[src/rtl/tetris_pkg.sv]
// Shared board constants, controller state encoding and the score helper
// used by the line clear controller.
package tetris_pkg;

    localparam int ROWS = 20;
    localparam int COLS = 10;

    typedef enum logic [1:0] {
        IDLE = 2'd0,
        SCAN = 2'd1,
        FILL = 2'd2,
        DONE = 2'd3
    } lc_state_t;

    typedef struct packed {
        logic [2:0] quo;
        logic [3:0] rem;
    } lc_div10_t;

    // Constant divide-by-ten for small sums (remainder + lines of one update).
    function automatic lc_div10_t div10(input logic [5:0] v);
        lc_div10_t res;
        if (v >= 6'd60) begin
            res.quo = 3'd6;
        end else if (v >= 6'd50) begin
            res.quo = 3'd5;
        end else if (v >= 6'd40) begin
            res.quo = 3'd4;
        end else if (v >= 6'd30) begin
            res.quo = 3'd3;
        end else if (v >= 6'd20) begin
            res.quo = 3'd2;
        end else if (v >= 6'd10) begin
            res.quo = 3'd1;
        end else begin
            res.quo = 3'd0;
        end
        res.rem = 4'(v - ({3'b000, res.quo} * 6'd10));
        return res;
    endfunction

endpackage

[src/rtl/lc_score_counter.sv]
// Running line total (saturating) and level, advanced once per ten lines via a
// remainder that carries across sequences.
module lc_score_counter
    import tetris_pkg::*;
(
    input  logic        clk,
    input  logic        reset,
    input  logic        i_add_en,
    input  logic [4:0]  i_add,
    output logic [15:0] o_total,
    output logic [3:0]  o_level
);

    logic [15:0] r_total;
    logic [3:0]  r_level;
    logic [3:0]  r_mod10;
    logic [16:0] w_total_sum;
    logic [5:0]  w_mod_sum;
    lc_div10_t   w_split;
    logic [4:0]  w_level_sum;

    always_comb begin
        w_total_sum = {1'b0, r_total} + {12'h000, i_add};
        w_mod_sum   = {2'b00, r_mod10} + {1'b0, i_add};
        w_split     = div10(w_mod_sum);
        w_level_sum = {1'b0, r_level} + {2'b00, w_split.quo};
    end

    always_ff @(posedge clk or posedge reset) begin
        if (reset) begin
            r_total <= 16'h0000;
            r_level <= 4'd0;
            r_mod10 <= 4'd0;
        end else if (i_add_en) begin
            r_total <= w_total_sum[16] ? 16'hFFFF : w_total_sum[15:0];
            r_level <= (w_level_sum > 5'd15) ? 4'd15 : w_level_sum[3:0];
            r_mod10 <= w_split.rem;
        end else begin
            r_total <= r_total;
            r_level <= r_level;
            r_mod10 <= r_mod10;
        end
    end

    assign o_total = r_total;
    assign o_level = r_level;

endmodule

[src/rtl/line_clear_controller.sv]
// Scans the board bottom-up one row per cycle, compacts surviving rows down in
// place, zero-fills the vacated top rows, then reports the score.
module line_clear_controller #(
    parameter int ROWS = tetris_pkg::ROWS,
    parameter int COLS = tetris_pkg::COLS
) (
    input  logic                    clk,
    input  logic                    reset,
    input  logic                    start,
    output logic                    busy,
    output logic                    done,
    output logic                    clearing_line,
    output logic [$clog2(ROWS)-1:0] rd_row,
    input  logic [COLS-1:0]         rd_data,
    output logic                    wr_en,
    output logic [$clog2(ROWS)-1:0] wr_row,
    output logic [COLS-1:0]         wr_data,
    output logic [4:0]              lines_cleared,
    output logic [15:0]             total_lines,
    output logic [3:0]              level
);
    import tetris_pkg::*;

    localparam int RW = $clog2(ROWS);
    localparam int NW = $clog2(ROWS + 1);

    lc_state_t     r_state, w_state_next;
    logic [RW-1:0] r_rd_ptr, w_rd_ptr_next;
    logic [RW-1:0] r_wr_ptr, w_wr_ptr_next;
    logic [NW-1:0] r_n, w_n_next;
    logic [4:0]    r_lines_cleared;
    logic [4:0]    w_add;
    logic          w_full;
    logic          w_score_en;

    always_ff @(posedge clk or posedge reset) begin
        if (reset) begin
            r_state         <= IDLE;
            r_rd_ptr        <= {RW{1'b0}};
            r_wr_ptr        <= {RW{1'b0}};
            r_n             <= {NW{1'b0}};
            r_lines_cleared <= 5'd0;
        end else begin
            r_state  <= w_state_next;
            r_rd_ptr <= w_rd_ptr_next;
            r_wr_ptr <= w_wr_ptr_next;
            r_n      <= w_n_next;
            if (w_score_en) begin
                r_lines_cleared <= w_add;
            end else begin
                r_lines_cleared <= r_lines_cleared;
            end
        end
    end

    // Writes are combinational so a surviving row moves in the cycle it is read.
    always_comb begin
        w_state_next  = r_state;
        w_rd_ptr_next = r_rd_ptr;
        w_wr_ptr_next = r_wr_ptr;
        w_n_next      = r_n;
        w_score_en    = 1'b0;
        wr_en         = 1'b0;
        wr_row        = {RW{1'b0}};
        wr_data       = {COLS{1'b0}};
        w_full        = &rd_data;
        case (r_state)
            IDLE: begin
                if (start) begin
                    w_state_next  = SCAN;
                    w_rd_ptr_next = RW'(ROWS - 1);
                    w_wr_ptr_next = RW'(ROWS - 1);
                    w_n_next      = {NW{1'b0}};
                end else begin
                    w_state_next = IDLE;
                end
            end
            SCAN: begin
                if (w_full) begin
                    w_n_next = r_n + NW'(1);
                end else begin
                    if (r_wr_ptr != r_rd_ptr) begin
                        wr_en   = 1'b1;
                        wr_row  = r_wr_ptr;
                        wr_data = rd_data;
                    end else begin
                        wr_en = 1'b0;
                    end
                    w_wr_ptr_next = r_wr_ptr - RW'(1);
                end
                if (r_rd_ptr == {RW{1'b0}}) begin
                    if (w_n_next != {NW{1'b0}}) begin
                        w_state_next = FILL;
                    end else begin
                        w_state_next = DONE;
                        w_score_en   = 1'b1;
                    end
                end else begin
                    w_rd_ptr_next = r_rd_ptr - RW'(1);
                end
            end
            // After compaction wr_ptr already sits on row n-1, the lowest vacated row.
            FILL: begin
                wr_en  = 1'b1;
                wr_row = r_wr_ptr;
                if (r_wr_ptr == {RW{1'b0}}) begin
                    w_state_next = DONE;
                    w_score_en   = 1'b1;
                end else begin
                    w_wr_ptr_next = r_wr_ptr - RW'(1);
                end
            end
            DONE: begin
                w_state_next = IDLE;
            end
            default: begin
                w_state_next = IDLE;
            end
        endcase
    end

    always_comb begin
        w_add         = 5'(w_n_next);
        busy          = (r_state != IDLE);
        done          = (r_state == DONE);
        clearing_line = busy && ((r_n != {NW{1'b0}}) || ((r_state == SCAN) && w_full));
        rd_row        = r_rd_ptr;
        lines_cleared = r_lines_cleared;
    end

    lc_score_counter u_score (
        .clk      (clk),
        .reset    (reset),
        .i_add_en (w_score_en),
        .i_add    (w_add),
        .o_total  (total_lines),
        .o_level  (level)
    );

endmodule

[config.mk]
export PLATFORM = sky130hd
export DESIGN_NAME = line_clear_controller
export DESIGN_NICKNAME = d
export VERILOG_FILES = /design/src/rtl/tetris_pkg.sv /design/src/rtl/lc_score_counter.sv /design/src/rtl/line_clear_controller.sv
export SDC_FILE = /design/constraint.sdc
export NUM_CORES = 1
export LEC_CHECK = 0
export ABC_AREA = 0
export CAP_MARGIN = 20
export CORE_ASPECT_RATIO = 0.9
export CORE_UTILIZATION = 48
export DETAILED_ROUTE_END_ITERATION = 12
export GPL_TIMING_DRIVEN = 0
export PLACE_DENSITY = 0.87
export SETUP_SLACK_MARGIN = 0.15
export SYNTH_ARGS = -nofsm -noshare
export SYNTH_HDL_FRONTEND = slang
export SYNTH_SLANG_ARGS = --single-unit
[constraint.sdc]
create_clock -name clk -period 4 [get_ports clk]
set_clock_uncertainty 0.2 [all_clocks]
set_input_delay 1.2 -clock clk [delete_from_list [all_inputs] [get_ports clk]]
set_output_delay 1.2 -clock clk [all_outputs]
set_load 0.02 [all_outputs]
### After elaboration in Yosys (flattened, before gate mapping)

Cells that the tools add are included.

| word-level totals | value |
|---|---|
| output and inout port bits | 49 |
| input port bits | 13 |
| logic and storage cells | 84 |
| bits in registers | 46 |

| operators by class | value |
|---|---|
| reductions and logical operators | 15 |
| mux-type cells | 36 |
| eq/ne operators | 10 |
| $lt $le $gt $ge | 7 |
| multiply operators | 1 |
| add/sub/neg operators | 7 |

Operators by type and width:

| kind | number |
|---|---|
| 5-bit two-way mux | 9 |
| 10-bit two-way mux | 3 |
| 5-bit case mux with 2 select lines | 3 |
| 6-bit >= comparator, second input constant | 3 |
| 16-bit by 5-bit adder with 17-bit output | 1 |
| 16-bit two-way mux | 1 |
| 3-bit two-way mux | 5 |
| 5-bit case mux with 3 select lines | 1 |
| 6-bit by 5-bit >= comparator with 1-bit output, second input constant | 2 |
| 2-bit != test, second input constant | 6 |
| 5-bit logical NOT | 2 |
| 10-bit AND reduction | 1 |
| 5-bit nonzero test | 2 |
| 5-bit by 1-bit subtractor with 5-bit output, second input constant | 2 |
| 1-bit two-way mux | 8 |
| 2-bit case mux with 4 select lines | 1 |
| 4-bit by 5-bit adder with 6-bit output | 1 |
| 6-bit by 4-bit >= comparator with 1-bit output, second input constant | 1 |
| 4-bit by 3-bit adder with 5-bit output | 1 |
| 5-bit by 1-bit adder with 5-bit output, second input constant | 1 |
| 5-bit by 4-bit > comparator with 1-bit output, second input constant | 1 |
| 5-bit != test | 1 |
| 2-bit == test, second input constant | 2 |
| 2-bit two-way mux | 2 |
| other kinds (13) | 16 |

### Depth between registers and ports, before layout

| depth | value |
|---|---|
| word-level depth | 15 |
| depth in mapped cells | 23 |
| depth with buffers taken out | 22 |

### By module

Synthesis repeated with hierarchy kept, for this count alone.

| second synthesis, totals | value |
|---|---|
| cell total of the unflattened synthesis | 402 |
| area, all modules | 3567.2 sq um |

By module, submodules not included:

| module | times used | area an instance (sq um) | cells an instance | sequential area each (sq um) |
|---|---|---|---|---|
| line_clear_controller | 1 | 1804.2 | 210 | 550.5 |
| lc_score_counter | 1 | 1762.9 | 192 | 600.6 |

### Worst setup path after synthesis

OpenSTA, ideal clock, no wires.

| path | value |
|---|---|
| path type | in2reg |
| start point | input rd_data[0] |
| end point | register u_score.r_level[2] (netlist: u_score.o_level[2]) |
| arrival time | 4.875 ns |
| stages | 21 |
| path buffers | 0 |
| setup time | 0.077 ns |
| data required time | 3.723 ns |
| setup slack | -1.153 ns |
| path through | nand4_1 or3_1 nand2_1 nand2_1 nand2_1 o21ai_0 ha_1 fa_1 xor2_1 inv_1 nand2_1 nor3_1 a31oi_1 o22ai_1 a311oi_1 ha_1 fa_1 a21oi_1 nor2b_1 nor2_1 a21oi_1 |

| between the ends | value |
|---|---|
| longest elaborated chain between the ends | 15 |
| elaborated cells between the ends (all ways) | 24 |
| classes of those cells | add/sub: 2; order compare: 7; mux: 13; reduce/logical: 2 |

Ends and longest elaborated chain:

| element | RTL line | text |
|---|---|---|
| start, declared | line_clear_controller.sv:14 | `input logic [COLS-1:0] rd_data,` |
| 10-bit AND reduction (*) | line_clear_controller.sv:66 | `w_full = &rd_data;` |
| 5-bit two-way mux (*) | line_clear_controller.sv:79 | `if (w_full) begin` |
| 5-bit two-way mux (*) | line_clear_controller.sv:67 | `case (r_state)` |
| 5-bit case mux with 2 select lines (*) | line_clear_controller.sv:67 |  |
| net u_score.i_add[0] | lc_score_counter.sv:9 | `input logic [4:0] i_add,` |
| 4-bit by 5-bit adder with 6-bit output (*) | lc_score_counter.sv:24 | `w_mod_sum = {2'b00, r_mod10} + {1'b0, i_add};` |
| 6-bit by 4-bit >= comparator with 1-bit output | tetris_pkg.sv:33 | `end else if (v >= 6'd10) begin` |
| 1-bit two-way mux | tetris_pkg.sv:33 |  |
| 3-bit two-way mux | tetris_pkg.sv:31 | `end else if (v >= 6'd20) begin` |
| 3-bit two-way mux | tetris_pkg.sv:29 | `end else if (v >= 6'd30) begin` |
| 3-bit two-way mux | tetris_pkg.sv:27 | `end else if (v >= 6'd40) begin` |
| 3-bit two-way mux | tetris_pkg.sv:25 | `end else if (v >= 6'd50) begin` |
| 3-bit two-way mux (*) | tetris_pkg.sv:23 | `if (v >= 6'd60) begin` |
| 4-bit by 3-bit adder with 5-bit output (*) | lc_score_counter.sv:26 | `w_level_sum = {1'b0, r_level} + {2'b00, w_split.quo};` |
| 5-bit by 4-bit > comparator with 1-bit output | lc_score_counter.sv:36 | `r_level <= (w_level_sum > 5'd15) ? 4'd15 : w_level_sum[3:0];` |
| 4-bit two-way mux (*) | lc_score_counter.sv:36 |  |
| end signal, assigned | lc_score_counter.sv:36 |  |
| end signal, assigned | lc_score_counter.sv:40 | `r_level <= r_level;` |
| end, declared | lc_score_counter.sv:15 | `logic [3:0] r_level;` |

The timed path passes the listed nets; every way through them passes the cells marked *. The select of a mux whose other input is x is not followed.
A chain may end at the register's enable or synchronous reset.

### Worst setup path after layout

| path | value |
|---|---|
| start point | input rd_data[0] |
| end point | register u_score.r_mod10[3] |

| between the ends | value |
|---|---|
| longest elaborated chain between the ends | 14 |
| elaborated cells between the ends (all ways) | 23 |
| classes of those cells | add/sub: 2; mul: 1; order compare: 6; mux: 12; reduce/logical: 2 |

Ends and longest elaborated chain:

| element | RTL line | text |
|---|---|---|
| 10-bit AND reduction (*) | line_clear_controller.sv:66 |  |
| 5-bit two-way mux (*) | line_clear_controller.sv:79 |  |
| 5-bit two-way mux (*) | line_clear_controller.sv:67 |  |
| 5-bit case mux with 2 select lines (*) | line_clear_controller.sv:67 |  |
| net u_score.i_add[0] | lc_score_counter.sv:9 |  |
| 4-bit by 5-bit adder with 6-bit output (*) | lc_score_counter.sv:24 |  |
| 6-bit by 4-bit >= comparator with 1-bit output | tetris_pkg.sv:33 |  |
| 1-bit two-way mux | tetris_pkg.sv:33 |  |
| 3-bit two-way mux | tetris_pkg.sv:31 |  |
| 3-bit two-way mux | tetris_pkg.sv:29 |  |
| 3-bit two-way mux | tetris_pkg.sv:27 |  |
| 3-bit two-way mux | tetris_pkg.sv:25 |  |
| 3-bit two-way mux | tetris_pkg.sv:23 |  |
| 3-bit by 3-bit multiplier with 3-bit output | tetris_pkg.sv:38 | `res.rem = 4'(v - ({3'b000, res.quo} * 6'd10));` |
| 4-bit subtractor (*) | tetris_pkg.sv:38 |  |
| end signal, assigned | lc_score_counter.sv:37 | `r_mod10 <= w_split.rem;` |
| end signal, assigned | lc_score_counter.sv:41 | `r_mod10 <= r_mod10;` |
| end, declared | lc_score_counter.sv:16 | `logic [3:0] r_mod10;` |

Marked as above.

==> flow_metrics.tcl <==
set metrics [dict create \
    outcome "complete, but fails checks" \
    violations "setup timing" \
    overflow 0 \
    startpoint "rd_data[0]" \
    stdcell_count 559 \
    cellLeakagePower_nw 2.205 \
    drtPass1Iterations 5 \
    rows 27 \
    num_vias 3295 \
    min_to "u_score.o_total[6]$_DFFE_PP0P_" \
    hold_path_depth 1 \
    hold_viol 0 \
    fin_ws_ps -676.7 \
    synthCells 356 \
    maxSlewViolCount 0 \
    cts_tree "built" \
    gp_congestion 0.8224 \
    synth_edf_count 0 \
    max_stage_delay_ps 450 \
    slowest_stage "or3_4" \
    hp-start "u_score.o_total[6]$_DFFE_PP0P_" \
    crit_fanout 5 \
    finalCritPeriodShare_pct 116.9 \
    synth-seq-area-share_pct 35.83 \
    dp_cells 505 \
    cts_buffers 5 \
    setup_viol 24 \
    timing.rr.end "u_score.r_mod10[3]$_DFFE_PP0P_" \
    dp_hpwl_um 5802 \
    die_height_um 79.62 \
    clkTransAtPathRegs_ps 100 \
    critPathCaptureType "register" \
    worst_setup_path_start_kind "primary input" \
    grt_pass1_vias 3171 \
    min_period_ps 4677 \
    viasPerCell 5.894 \
    ctsRootBufferMaster "clkbuf_8" \
    reg2reg_from "r_state[1]$_DFFE_PP0P_" \
    rr_worst_depth 19 \
    post_synth_num_cell_types 50 \
    critPathTopFamily "simple AND/OR/NAND/NOR gates" \
    wl_per_cell_um 18.27 \
    ys_ff_latch 46 \
    hold_class "register to register" \
    initial_utilization_pct 51.14 \
    die_area_um2 7026 \
    grt_pass1_wl_um 15440 \
    gr-usage-all-layers_pct 28.83 \
    async_flop_share_pct 100.0 \
    tns_ps -8762 \
    grt_max_degree 43 \
    drive_above_1_share_pct 36.23 \
    core_area_um2 6284 \
    drc 0 \
    utilization_pct 77.36 \
    cap_viol_max_count 0 \
    postRouteWirelength_um 10210 \
    syn_avg_cell_area_um2 9.026 \
    required_ps 4060 \
    synthesis.nets 397 \
    crit_path_frequent_cell "nand2_4" \
    rsz0062_at_grt "yes" \
    slew_headroom_pct 43.78 \
    power.total_mw 2.472 \
    worst_ir_drop_vdd_uv 358.9 \
    yosys_most_used_dff "dfrtp_1" \
    path_cells "buf_6 > nand4_1 > or3_4 > nand2_4 > nand2_4 > nand2_4 > o21ai_4 > ha_4 > fa_2 > a21o_1 > a21o_4 > nor3_4 > a31oi_4 > o22ai_2 > a311oi_2 > ha_2 > fa_2 > xnor2_2 > nor4b_2 > nand3b_1" \
    antenna_found_initial 0 \
    fin_hold_ws_ps 329.7 \
    cp.arrival_ps 4740 \
    timing.fmax_mhz 213.8 \
    tightest_slew_ps 836.4 \
    r2r_setup_slack_ps -580 \
    syn_to_final_growth_pct 51.28 \
    cts_hold_buffers 0 \
    synth_area_um2 3213 \
    worst-setup-path-type "primary input to register" \
    n_antenna_cell 0 \
    clock_latency_ps 320 \
    first_iter_violations 234 \
    power_density_nw_per_um2 508.6 \
    crit_buf_inv 1 \
    htreeDepth 2 \
    numPortBuffers 61 \
    io_pins 62 \
    numClockSinks 46 \
    nets 512 \
    chipWidth_um 88.24 \
    yosys_warnings 0 \
    clock_path_buffers 2 \
    ant_nets 0 \
]
-- routing by layer --
layer  GRT usage [%]  wire, um
met1           35.05      4104
met2           50.38      5160
met3           5.171       584
met4           11.13       361
met5               0         0
-- where the power goes --
part / total (mW) / switching, mW / internal [mW]
Combinational: 1.49 / 0.778 / 0.710
Clock: 0.319 / 0.180 / 0.139
Sequential: 0.665 / 0.116 / 0.549
Total: 2.47 / 1.07 / 1.40
-- synthesized netlist by cell type (3+ instances only) --
| cell | number | share of area (%) |
|---|---|---|
| dfrtp_1 | 46 | 36 |
| nor2_1 | 35 | 4.1 |
| a21oi_1 | 31 | 4.8 |
| inv_1 | 26 | 3.0 |
| nand2_1 | 26 | 3.0 |
| ha_1 | 24 | 9.3 |
| a31oi_1 | 17 | 3.3 |
| and2_1 | 13 | 2.5 |
| mux2_2 | 11 | 3.9 |
| nor3_1 | 9 | 1.4 |
| o21ai_0 | 9 | 1.4 |
| nand3_1 | 8 | 1.2 |
| mux2i_1 | 7 | 2.2 |
| xnor2_1 | 7 | 1.9 |
| xor2_1 | 7 | 1.9 |
| clkbuf_1 | 6 | 0.70 |
| a21o_1 | 5 | 1.2 |
| nand2b_1 | 5 | 0.97 |
| nand3b_1 | 5 | 1.2 |
| nand4_1 | 5 | 0.97 |
| nor2b_1 | 5 | 0.97 |
| fa_1 | 4 | 2.5 |
| nor4_1 | 4 | 0.78 |
| and3_1 | 3 | 0.58 |
| buf_2 | 3 | 0.47 |
| o21bai_1 | 3 | 0.70 |
| o22ai_1 | 3 | 0.58 |
-- through the flow --
stage	setup slack, ps	instance area (um^2)
after floorplan	-873.5	3332
after global placement	-1786	4051
after detailed placement	-2016	4071
after CTS	-657.3	4701
after global routing	-820.3	4861
final	-676.7	4861
-- sequential cells by signal (all words and copies together) (netlist names) --
signal           count
u_score.r_mod10      4
r_wr_ptr             5
lines_cleared        5
rd_row               5
r_n                  5
u_score.o_level      4
u_score.o_total     16
r_state              2
-- worst register-to-register path, cell delays in order, from the launching register on --
cell	delay (ps)
dfrtp_1	420
inv_1	110
ha_1	140
buf_2	240
buf_1	450
nand2_1	240
o21ai_4	240
ha_4	170
fa_2	470
inv_1	170
nand2_4	80
nor3_4	230
a31oi_4	60
o22ai_2	170
a311oi_2	70
ha_2	200
fa_2	350
xnor2_2	160
nor4b_2	230
nand3b_1	130
-- cells in the final DEF, fill, tap and decap left out, drive strengths merged, types with 3 or more instances in the layout --
cell type | netlist | layout
buf | 3 | 77
nor2 | 35 | 35
a31oi | 17 | 17
xnor2 | 7 | 7
clkdlybuf4s50 | 0 | 33
nor3 | 10 | 10
clkbuf | 6 | 11
o22ai | 3 | 3
nor2b | 5 | 5
and2 | 13 | 13
inv | 26 | 26
and3 | 3 | 3
o21bai | 3 | 3
nor4 | 5 | 5
a21o | 5 | 5
ha | 24 | 24
nand4 | 5 | 5
a21oi | 31 | 31
xor2 | 7 | 7
dfrtp | 46 | 46
nand2b | 5 | 5
mux2i | 7 | 7
nand3 | 8 | 8
nand2 | 26 | 26
nand3b | 5 | 5
fa | 4 | 4
mux2 | 12 | 12
o21ai | 9 | 9
-- repair_timing --
action                                  CTS  global route
gates resized for setup                 190            25
endpoints found under the setup margin   40            40
setup buffers                            38             7
cloned                                    1             0
pin swaps                                30            13
-- how the worst max path moves through the flow --
stage          slack [ps]                             end  cells past startpoint
2_1_floorplan        -870  u_score.r_mod10[3]$_DFFE_PP0P_                     19
3_3_place_gp        -1790  u_score.o_level[2]$_DFFE_PP0P_                     20
3_5_place_dp        -2020  u_score.o_level[0]$_DFFE_PP0P_                     20
4_1_cts              -660  u_score.o_level[0]$_DFFE_PP0P_                     21
5_1_grt              -820  u_score.r_mod10[3]$_DFFE_PP0P_                     19
6_report             -680  u_score.r_mod10[3]$_DFFE_PP0P_                     20
-- cells by family (layout without fill, tap and decap cells) --
kind of cell | count (synthesis) | in the layout | synth area share (%)
AND/OR/NAND/NOR | 129 | 129 | 20.91
AO/OA/AOI/OAI | 85 | 85 | 17.02
flip-flops | 46 | 46 | 35.83
buffers and inverters | 35 | 151 | 4.205
adder cells (fa/ha/maj) | 28 | 28 | 11.84
multiplexers | 19 | 19 | 6.386
XOR/XNOR | 14 | 14 | 3.816
-- cell type report --
type / count / area [um^2]
Multi-Input combinational cell: 275 / 2351
Tap cell: 87 / 108.9
Timing Repair Buffer: 108 / 989.7
Clock inverter: 2 / 12.51
Clock buffer: 6 / 82.58
Inverter: 26 / 97.59
Fill cell: 421 / 1423
Buffer: 9 / 67.56
Sequential cell: 46 / 1151
Note: power is estimated with default switching activity, not from simulation.
